===== src/rtl/mux_scan_reg.sv =====
// Registered N-way channel selector with manual, auto-scan, step and hold modes.
// The selected channel index is held in sel; y carries the data of the channel selected one cycle earlier.
module mux_scan_reg #(
  parameter  int W     = 2,
  parameter  int N     = 4,
  parameter  int DWELL = 4,
  localparam int SEL_W = $clog2(N)
) (
  input  logic               clk,
  input  logic               rst_n,
  input  logic [N*W-1:0]     d,
  input  logic [1:0]         mode,
  input  logic [SEL_W-1:0]   sel_in,
  input  logic               step,
  output logic [W-1:0]       y,
  output logic [SEL_W-1:0]   sel,
  output logic               chg
);

  localparam int               CNT_W    = (DWELL > 1) ? $clog2(DWELL) : 1;
  localparam logic [CNT_W-1:0] CNT_LAST = CNT_W'(DWELL - 1);
  localparam logic [SEL_W-1:0] SEL_LAST = SEL_W'(N - 1);

  typedef enum logic [1:0] {
    MODE_MANUAL = 2'b00,
    MODE_SCAN   = 2'b01,
    MODE_STEP   = 2'b10,
    MODE_HOLD   = 2'b11
  } mode_e;

  logic [CNT_W-1:0] cnt;
  logic [CNT_W-1:0] cnt_next;
  logic [SEL_W-1:0] sel_next;
  logic [SEL_W-1:0] sel_adv;
  logic             step_d;
  logic             step_edge;
  logic             in_range;
  logic [W-1:0]     ch [N];

  for (genvar k = 0; k < N; k++) begin : g_ch
    assign ch[k] = d[k*W +: W];
  end

  assign step_edge = step & ~step_d;
  assign sel_adv   = (sel == SEL_LAST) ? '0 : sel + 1'b1;
  // Widened by one bit so N = 2**SEL_W still compares correctly.
  assign in_range  = ({1'b0, sel_in} < (SEL_W + 1)'(N));

  // The dwell counter only runs in scan mode, so every scan entry starts a full dwell.
  always_comb begin
    sel_next = sel;
    cnt_next = '0;
    case (mode_e'(mode))
      MODE_MANUAL: if (in_range) sel_next = sel_in;
      MODE_SCAN: begin
        if (cnt == CNT_LAST) sel_next = sel_adv;
        else                 cnt_next = cnt + 1'b1;
      end
      MODE_STEP:   if (step_edge) sel_next = sel_adv;
      default:     ;
    endcase
  end

  always_ff @(posedge clk) begin
    if (!rst_n) begin
      sel    <= '0;
      cnt    <= '0;
      step_d <= 1'b0;
      chg    <= 1'b0;
      y      <= '0;
    end else begin
      sel    <= sel_next;
      cnt    <= cnt_next;
      step_d <= step;
      chg    <= (sel_next != sel);
      if (mode_e'(mode) != MODE_HOLD) y <= ch[sel];
    end
  end

endmodule


===== config.mk =====
export PLATFORM = sky130hd
export DESIGN_NAME = mux_scan_reg
export DESIGN_NICKNAME = d
export VERILOG_FILES = /design/src/rtl/mux_scan_reg.sv
export SDC_FILE = /design/constraint.sdc
export NUM_CORES = 1
export LEC_CHECK = 0
export CAP_MARGIN = 20
export CORE_AREA = 5 5 42 44
export CTS_CLUSTER_SIZE = 20
export DETAILED_ROUTE_END_ITERATION = 12
export DIE_AREA = 0 0 47 49
export PLACE_DENSITY_LB_ADDON = 0.3
export SLEW_MARGIN = 20
export SYNTH_ARGS = -nofsm -noshare
export SYNTH_HDL_FRONTEND = slang
export SYNTH_SLANG_ARGS = --single-unit

===== constraint.sdc =====
create_clock -name clk -period 2.53 [get_ports clk]
set_input_delay 0.506 -clock clk [delete_from_list [all_inputs] [get_ports clk]]
set_output_delay 0.506 -clock clk [all_outputs]
set_load 0.01 [all_outputs]

# Word-level counts from Yosys, hierarchy flattened
# Cells that the tools add are included.
[word_totals]
regBits = 8
latch_bits = 0
ram_bits = 0
romBits = 0
in_bits = 15
out_inout_bits = 5
word_cells = 28
n_memories = 0
[op_classes]
n_addsub = 2
mul = 0
div_mod_pow = 0
order_cmp = 1
eq_ne = 6
shift = 0
mux = 7
bitwise_logic = 5
n_reduce_logical = 2
[op_table]
columns = ["op", "count"]
rows = [
  ["2-to-1 mux 2 bit", 5],
  ["equality test 2 bit, second input constant", 3],
  ["case mux 2 bit (3 select lines)", 1],
  ["adder 2 x 1 -> 2 bit, second input constant", 2],
  ["binary-select mux 2 bit (select 2 bit)", 1],
  ["greater-or-equal comparator 3 bit, second input constant", 1],
  ["NOT 1 bit", 3],
  ["NOT 2 -> 3 bit", 1],
  ["OR reduction 3 bit", 1],
  ["equality test 2 x 1 -> 1 bit, second input constant", 1],
  ["logical NOT 2 bit", 1],
  ["inequality test 2 bit", 1],
  ["inequality test 2 bit, second input constant", 1],
  ["bitwise AND 1 bit", 1],
]

# Logic depth before layout (Yosys ltp)
# Gate-level depths: netlist of run 1.
[depth]
word_depth = 5
mapped_depth = 5

# Worst setup path before layout of run 1
# OpenSTA, ideal clock, no wires.
[synth_timing]
path_type = "in2reg"
start = "input port mode[0]"
end = "register chg"
setup_time_ps = 125
arrival_time_ps = 1675
required_ps = 2405
setup_slack_ps = 730
stages = 4
path_cell_list = "or3b_4 > or2_4 > and4_4 > o41a_1"
[synth_between]
elab_chain_cells = 3
word_cells_on_any_way = 5
classes_between = "eq/ne (3); mux (1); reduce/logical (1)"
[synth_lines]
columns = ["element", "line", "text"]
rows = [
  ["start: declaration", "12", "input logic [1:0] mode,"],
  ["equality test 2 bit, or another cell as far along", "53", "case (mode_e'(mode))"],
  ["case mux 2 bit (3 select lines) *", "53", ""],
  ["inequality test 2 bit *", "75", "chg <= (sel_next != sel);"],
  ["end signal: assignment", "75", ""],
  ["end: declaration", "17", "output logic chg"],
]
# Mark *: on every way between the ends. The rest lies on a longest branch, timed or not.
# A chain may end at the register's enable or synchronous reset.

# Worst setup path in the final report of run 1
[layout_timing]
start = "input port step"
end = "register chg"
[layout_between]
elab_chain_cells = 4
[layout_lines]
columns = ["element", "line", "text"]
rows = [
  ["start: declaration", "14", "input logic step,"],
  ["bitwise AND 1 bit", "44", "assign step_edge = step & ~step_d;"],
  ["2-to-1 mux 2 bit", "59", "MODE_STEP: if (step_edge) sel_next = sel_adv;"],
  ["case mux 2 bit (3 select lines)", "53", ""],
  ["inequality test 2 bit", "75", ""],
]
# No other way between the ends.

==> results of run 1 <==
## kinds of logic (layout without fill, tap and decap cells)
family / after synthesis / after routing
AND/OR/NAND/NOR: 24 / 24
AO/OA/AOI/OAI: 13 / 13
flip-flops: 8 / 8
buffers and inverters: 6 / 27
adder cells (fa/ha/maj): 2 / 2
multiplexers: 2 / 2
## synthesized netlist by cell type
| cell type | count |
|---|---|
| dfxtp_1 | 8 |
| nand2_1 | 6 |
| a21oi_1 | 3 |
| buf_2 | 3 |
| inv_1 | 3 |
| nand3_1 | 3 |
| nor2b_1 | 3 |
| o21ai_0 | 3 |
| ha_1 | 2 |
| mux4_2 | 2 |
| nor2_1 | 2 |
| o311a_1 | 2 |
| a311oi_1 | 1 |
| a31oi_1 | 1 |
| a32oi_1 | 1 |
| and2_1 | 1 |
| and4_4 | 1 |
| and4b_1 | 1 |
| nand4bb_1 | 1 |
| nor3_1 | 1 |
| nor4b_1 | 1 |
| nor4bb_1 | 1 |
| o211ai_1 | 1 |
| o41a_1 | 1 |
| or2_4 | 1 |
| or3_1 | 1 |
| or3b_4 | 1 |
## final timing paths
check	start	to	slack [ns]	cells after the start
min reg2reg	cnt[0]$_SDFF_PP0_	cnt[0]$_SDFF_PP0_	0.44	1
max	step	chg$_SDFF_PN0_	0.48	5
max reg2reg	sel[0]$_SDFF_PN0_	chg$_SDFF_PN0_	0.70	5
min	cnt[0]$_SDFF_PP0_	cnt[0]$_SDFF_PP0_	0.44	1
## routing by layer
layer / global-route usage / vias to the layer above / routed length [um]
met1: 0.154 / 217 / 521
met4: 0.0415 / 0 / 14
met5: 0 / - / 0
met3: 0.0627 / 4 / 156
li1: - / 253 / -
met2: 0.176 / 21 / 549
## worst max-delay path: stages
cell and delay, ns:
clkdlybuf4s50_1 0.48, or3b_4 0.41, or2_4 0.27, and4_4 0.17, o41a_1 0.35
## area by class of cell
cell class                      instances  area share
Clock buffer                            3      0.0307
Tap cell                               16      0.0273
Sequential cell                         8       0.218
Inverter                                3      0.0153
Multi-Input combinational cell         41       0.429
Timing Repair Buffer                   21       0.279
## where the power goes
part | total, mW | internal, mW | switching [mW] | leakage (nW)
Combinational | 0.0839 | 0.0534 | 0.0305 | 0.207
Clock | 0.102 | 0.0545 | 0.0472 | 0.0138
Sequential | 0.142 | 0.134 | 0.00813 | 0.0660
Total | 0.328 | 0.242 | 0.0858 | 0.287
## registers in the layout, indices dropped and copies added, names as in the netlist
| register | flops |
|---|---|
| step_d | 1 |
| cnt | 2 |
| y | 2 |
| chg | 1 |
| sel | 2 |
## through the flow
step / hold slack, ns / worst slack (ns)
final: 0.442 / 0.484
after global routing: 0.467 / 0.468
after CTS: 0.442 / 0.487
after detailed placement: 0.426 / 0.209
after global placement: 0.421 / 0.237
after floorplan: 0.408 / 0.730
==> results_dict.tcl, run 1 <==
set metrics [dict create \
    fin_area_sq_um 734 \
    power_density_mw_per_mm2 447 \
    synth-compound-area-share 0.185 \
    drv_slew 0 \
    synth_xor_area_frac 0 \
    finalClockSkew_ns 0.00151 \
    drc_errors 0 \
    htree_levels 1 \
    die_w_um 47 \
    maxCapViolCount 0 \
    io_pins 20 \
    synthCells 55 \
    max_clock_freq_mhz 489 \
    place.port_buffers 19 \
    wirelength_mm 1.24 \
    tns_ns 0 \
    final_core_util 0.524 \
    leakage_nw 0.287 \
    nFillCells 140 \
    core_sq_mm 0.00140 \
    die_h_um 49 \
    finalCriticalPeriod_ns 2.05 \
    synthesis.nets 72 \
    synthAdderAreaFrac 0.0499 \
    critPathLaunchType "primary input" \
    ys_top_cells_by_area "dfxtp_1 (32%), mux4_2 (9.0%), ha_1 (5.0%)" \
    nNetsFinal 95 \
    status "completed" \
    place_inst 89 \
    grt_pass1_wl_mm 2.01 \
    cp.required_ns 2.67 \
    dr.pass1.iters 3 \
    yosys.area.top_type_share 0.319 \
    ir_drop_mv 0.293 \
    rsz0062_at_grt "no" \
    dr.first_iter.drc_count 5 \
    maxSlewHeadroom 0.769 \
    cts_setup_buffers 0 \
    dpl_cell_area_sq_um 712 \
    p_total_mw 0.328 \
    synthesis.area_sq_um 502 \
    worstSetupPathType "primary input to flip-flop" \
    die_area_sq_mm 0.00230 \
    drive_gt1_frac 0.132 \
    yosysTopAreaCell "dfxtp_1" \
    yosys_warnings 0 \
    synth_top_family_by_area "simple AND/OR/NAND/NOR gates" \
    area_delta_synth_final_pct 46.4 \
    clockBufferDepth 2 \
    vias 495 \
    tightestPinTransition_ns 0.345 \
    syn_area_per_cell_sq_um 9.12 \
    antenna_violating_nets_post_route 0 \
    cts-root-buf "clkbuf_4" \
    hold_class "flip-flop to flip-flop" \
    via_per_inst 5.38 \
    antenna_found_initial 0 \
    ys_types 27 \
    multi_input_area_sq_um 315 \
    clkSinkCount 8 \
    overflow 0 \
    clock_latency_ns 0.26 \
    setup_viol 0 \
    initial_core_util 0.358 \
    grt_pass1_vias 437 \
    grt_max_degree 13 \
    cts-resized-gates 0 \
    hold_viol 0 \
    synthMuxAreaShare 0.0898 \
    gp_congestion 0.745 \
    period_share 0.809 \
    yosys.area_share.simple 0.304 \
    instances_no_fill 92 \
    layout_common_cells "clkdlybuf4s50_1 (19), dfxtp_1 (8), nand2_1 (6)" \
    synth-seq-cells 8 \
    path_clk_slew_ns 0.06 \
    n_antenna_cell 0 \
    rows 14 \
    wl_per_cell_um 13.5 \
    crit_fanout 6 \
    crit_path_end_kind "flip-flop" \
    cts_tree "yes" \
    grt_usage 0.122 \
    cp.arrival_ns 2.19 \
    final_common_cell "clkdlybuf4s50_1" \
    regArea_sq_um 160 \
    hpwl_um 964 \
    postCtsHoldBufs 0 \
    numCtsBuffers 3 \
    synth_seq_area_share 0.319 \
]
Note: power is estimated with default switching activity, not from simulation.
==> inputs of run 2 (changes only) <==
Clock period 2.53 ns to 2 ns, I/O delays scaled along.
==> run 2 against run 1 <==
- final area rose by 11%
- sequential share of layout area decreased by 2.2 points
- sequential cell count unchanged
==> results_dict.tcl, run 2 (same netlist as run 1, synthesis figures left out) <==
set metrics [dict create \
    grt_pass1_vias 477 \
    hpwl_mm 1.12 \
    area_delta_synth_final_pct 62.8 \
    max_clock_freq_mhz 526 \
    core_sq_mm 0.00140 \
    cp_slowest_cell "clkdlybuf4s50_1" \
    io_pins 20 \
    postCtsHoldBufs 0 \
    critical_path_buf_inv_count 1 \
    grt_usage 0.125 \
    critPathTopFamily "simple AND/OR/NAND/NOR gates" \
    cellInternalPower_mw 0.318 \
    drive_gt1_frac 0.241 \
    ir_drop_mv 0.438 \
    grt_max_degree 13 \
    htree_levels 1 \
    maxCapViolCount 0 \
    crit_path_end_kind "flip-flop" \
    drc_errors 0 \
    clockBufferDepth 2 \
    cp.required_ns 2.14 \
    cpPeakStageDelay_ns 0.47 \
    overflow 0 \
    leakage_nw 0.340 \
    grt_pass1_wl_mm 2.04 \
    dpl_cell_area_sq_um 795 \
    pwr-share-comb 0.298 \
    power_density_mw_per_mm2 518 \
    netSwitchingFraction 0.248 \
    setup_viol 0 \
    rrSetupSlack_ns 0.39 \
    die_h_um 49 \
    wl_per_cell_um 12.9 \
    nNetsFinal 106 \
    finalCriticalPeriod_ns 1.90 \
    finalClockSkew_ns 0.00886 \
    worstSetupPathType "primary input to flip-flop" \
    cts-resized-gates 0 \
    hold_viol 0 \
    place_ws_ns -0.181 \
    seqPwrFrac 0.413 \
    hp-start "cnt[0]$_SDFF_PP0_" \
    whs_path_depth 1 \
    rsz0062_at_grt "no" \
    r2r_start "sel[1]$_SDFF_PN0_" \
    cts-root-buf "clkbuf_4" \
    period_share 0.950 \
    clkSinkCount 8 \
    final_core_util 0.583 \
    numCtsBuffers 3 \
    clock_latency_ns 0.25 \
    gp_congestion 0.765 \
    layout_common_cells "clkdlybuf4s50_1 (19), buf_4 (13), dfxtp_1 (8)" \
    cp.arrival_ns 2.04 \
    antenna_violating_nets_post_route 0 \
    path_cells "clkdlybuf4s50_1, or3b_4, or2_4, and4_4, o41a_1" \
    setup_slack_ns 0.0993 \
    largestRegisters "cnt x2, sel x2, y x2" \
    die_w_um 47 \
    dr.first_iter.drc_count 6 \
    final_common_cell "clkdlybuf4s50_1" \
    maxSlewHeadroom 0.806 \
    vias 547 \
    dr.pass1.iters 3 \
    wirelength_mm 1.33 \
    cts_setup_buffers 0 \
    tightestPinTransition_ns 0.290 \
    fin_area_sq_um 817 \
    reg2reg_depth 5 \
    drv_slew 0 \
    antenna_found_initial 0 \
    die_area_sq_mm 0.00230 \
    status "completed" \
    critPathLaunchType "primary input" \
    crit_fanout 2 \
    rows 14 \
    via_per_inst 5.31 \
    r2r-end "chg$_SDFF_PN0_" \
    n_antenna_cell 0 \
    nFillCells 139 \
    path_clk_slew_ns 0.06 \
    cts_tree "yes" \
    hold_path_end "cnt[0]$_SDFF_PP0_" \
    pwr-share-clk 0.289 \
    place.port_buffers 19 \
    power.switching_mw 0.105 \
    initial_core_util 0.358 \
    hold_class "flip-flop to flip-flop" \
]
-- run 2: worst max path at each step --
stage,startpoint,cells past startpoint,end
final,step,5,chg$_SDFF_PN0_
after global routing,mode[0],6,chg$_SDFF_PN0_
after CTS,step,5,chg$_SDFF_PN0_
after detailed placement,step,5,chg$_SDFF_PN0_
after global placement,step,5,chg$_SDFF_PN0_
after floorplan,sel[1]$_SDFF_PN0_,5,chg$_SDFF_PN0_
-- run 2: layout make-up --
type,instances,area (sq um),area share
Clock buffer,3,22.5,0.0276
Inverter,3,11.3,0.0138
Timing Repair Buffer,32,288,0.352
Multi-Input combinational cell,41,315,0.386
Sequential cell,8,160,0.196
Tap cell,16,20.0,0.0245
-- run 2: metrics by stage --
stage	std cells	power (mW)	TNS [ns]	hold WS [ns]
after floorplan	55	0.234	0	0.408
after CTS	103	0.433	0	0.436
after global routing	103	0.456	0	0.460
after detailed placement	100	0.306	-0.203	0.430
after global placement	100	0.303	-0.134	0.419
final	103	0.423	0	0.432
-- run 2: power groups by stage --
stage / sequential (mW) / combinational (mW) / clock (mW)
final: 0.175 / 0.126 / 0.122
after global routing: 0.176 / 0.138 / 0.142
after CTS: 0.175 / 0.128 / 0.130
after detailed placement: 0.179 / 0.128 / 0
after global placement: 0.178 / 0.125 / 0
after floorplan: 0.183 / 0.0506 / 0
-- run 2: routing by layer --
layer	wire, um	part of all wire	vias up	global-route usage
met4	12	0.0090	0	0.0553
met5	0	0	-	0
met3	150	0.11	2	0.0590
met1	514	0.39	246	0.129
li1	-	-	277	-
met2	656	0.49	22	0.206
==> inputs of run 3 (changes only) <==
Settings changed: CORE_AREA 5 5 42 44 to 2 2 39 41, DIE_AREA 0 0 47 49 to 0 0 41 43, HOLD_SLACK_MARGIN from default to 0.02.
==> run 3 against run 2 <==
- global-route usage grew 6.9 points
- via count shrank 0.55%
- sequential power is essentially flat
- die area shrank 23%
- sequential share of layout area grew 0.75 points
- sequential cell count is the same
- routed wire length grew 3.2%
- critical path depth is the same
- register-to-register slack lost 0.12 ns
- non-clock buffer count shrank 4
- combinational power is essentially flat
- power grew 1.6%
- highest routed layer unchanged
==> results_dict.tcl, run 3 (same netlist as run 1, synthesis figures left out) <==
set metrics [dict create \
    wirelength_mm 1.38 \
    cpPeakStageDelay_ns 0.47 \
    clkSinkCount 8 \
    via_per_inst 5.49 \
    tightestPinTransition_ns 0.287 \
    wl_per_cell_um 13.9 \
    cts-root-buf "clkbuf_4" \
    layout_common_cells "clkdlybuf4s50_1 (19), buf_4 (9), dfxtp_1 (8)" \
    max_clock_freq_mhz 530 \
    hold_viol 0 \
    r2r_start "cnt[0]$_SDFF_PP0_" \
    area_delta_synth_final_pct 56.9 \
    status "completed" \
    reg2reg_depth 5 \
    hold_class "flip-flop to flip-flop" \
    cp.arrival_ns 2.04 \
    dr.pass1.iters 4 \
    largestRegisters "cnt x2, sel x2, y x2" \
    grt_max_degree 14 \
    final_common_cell "clkdlybuf4s50_1" \
    cts_setup_buffers 0 \
    vias 544 \
    rows 14 \
    die_h_um 43 \
    drc_errors 0 \
    io_pins 20 \
    drv_slew 0 \
    cts_tree "yes" \
    power_density_mw_per_mm2 546 \
    path_clk_slew_ns 0.06 \
    setup_slack_ns 0.114 \
    leakage_nw 0.321 \
    dr.first_iter.drc_count 11 \
    r2r-end "chg$_SDFF_PN0_" \
    antenna_violating_nets_post_route 0 \
    finalClockSkew_ns 0.00531 \
    die_area_sq_mm 0.00176 \
    crit_path_end_kind "flip-flop" \
    grt_usage 0.194 \
    htree_levels 1 \
    clock_latency_ns 0.27 \
    grt_pass1_vias 547 \
    crit_fanout 3 \
    drive_gt1_frac 0.205 \
    critPathLaunchType "primary input" \
    cp.required_ns 2.15 \
    overflow 0 \
    cp_slowest_cell "clkdlybuf4s50_1" \
    core_sq_mm 0.00138 \
    grt_pass1_wl_mm 2.13 \
    initial_core_util 0.363 \
    place_ws_ns -0.155 \
    maxSlewHeadroom 0.806 \
    worstSetupPathType "primary input to flip-flop" \
    numCtsBuffers 3 \
    grtUsageMet2 0.319 \
    hold_path_end "cnt[0]$_SDFF_PP0_" \
    hpwl_mm 1.04 \
    gp_congestion 0.755 \
    setup_viol 0 \
    n_antenna_cell 0 \
    busiest_layer "met2" \
    ir_drop_mv 0.352 \
    rrSetupSlack_ns 0.27 \
    maxCapViolCount 0 \
    whs_path_depth 1 \
    grt_use_met3 0.0366 \
    p_total_mw 0.430 \
    clockBufferDepth 2 \
    period_share 0.943 \
    postCtsHoldBufs 0 \
    finalCriticalPeriod_ns 1.89 \
    antenna_found_initial 0 \
    rsz0062_at_grt "no" \
    nFillCells 130 \
    path_cells "clkdlybuf4s50_1, or3b_4, or2_4, and4_4, o41a_1" \
    hp-start "cnt[0]$_SDFF_PP0_" \
    nNetsFinal 102 \
    die_w_um 41 \
    use_met1 0.180 \
    cts-resized-gates 0 \
    place.port_buffers 19 \
]
## run 3: cell types whose count changed in the layout (fill, tap and decap cells not counted)
cell and change:
buf_4 -4
## run 3: cell type report
| class | count | area [sq um] | area share |
|---|---|---|---|
| Clock buffer | 3 | 22.5 | 0.0286 |
| Tap cell | 16 | 20.0 | 0.0254 |
| Multi-Input combinational cell | 41 | 315 | 0.401 |
| Sequential cell | 8 | 160 | 0.203 |
| Inverter | 3 | 11.3 | 0.0143 |
| Timing Repair Buffer | 28 | 258 | 0.328 |
## run 3: where the power goes
part	internal, mW	switching, mW
logic	0.0762	0.0469
clock network	0.0692	0.0628
registers	0.170	0.00491
## run 3: through the flow
stage          TNS, ns   util  cells  area, sq um  hold WS, ns
6_report             0  0.569     99          787        0.445
3_5_place_dp    -0.158  0.552     96          764        0.435
5_1_grt              0  0.569     99          787        0.461
4_1_cts              0  0.569     99          787        0.443
2_1_floorplan        0      -     55          502        0.408
3_3_place_gp    -0.155  0.552     96          764        0.420
## run 3: worst max path at each step
stage | slack, ns | depth (start not counted) | to | start
after global placement | -0.15 | 5 | chg$_SDFF_PN0_ | step
after global routing | 0.07 | 5 | chg$_SDFF_PN0_ | step
after CTS | 0.11 | 5 | chg$_SDFF_PN0_ | step
after floorplan | 0.30 | 5 | chg$_SDFF_PN0_ | sel[1]$_SDFF_PN0_
after detailed placement | -0.15 | 5 | chg$_SDFF_PN0_ | step
final | 0.11 | 5 | chg$_SDFF_PN0_ | step
## run 3: layer usage
layer,vias up,part of all wire
met5,-,0
met4,0,0.048
met3,7,0.081
met2,23,0.48
met1,244,0.39
li1,270,-
## run 3: worst max-delay path: cells and delay by family
family	cells	cell delay (ns)
AO/OA/AOI/OAI	1	0.35
buffers and inverters	1	0.47
AND/OR/NAND/NOR	3	0.82
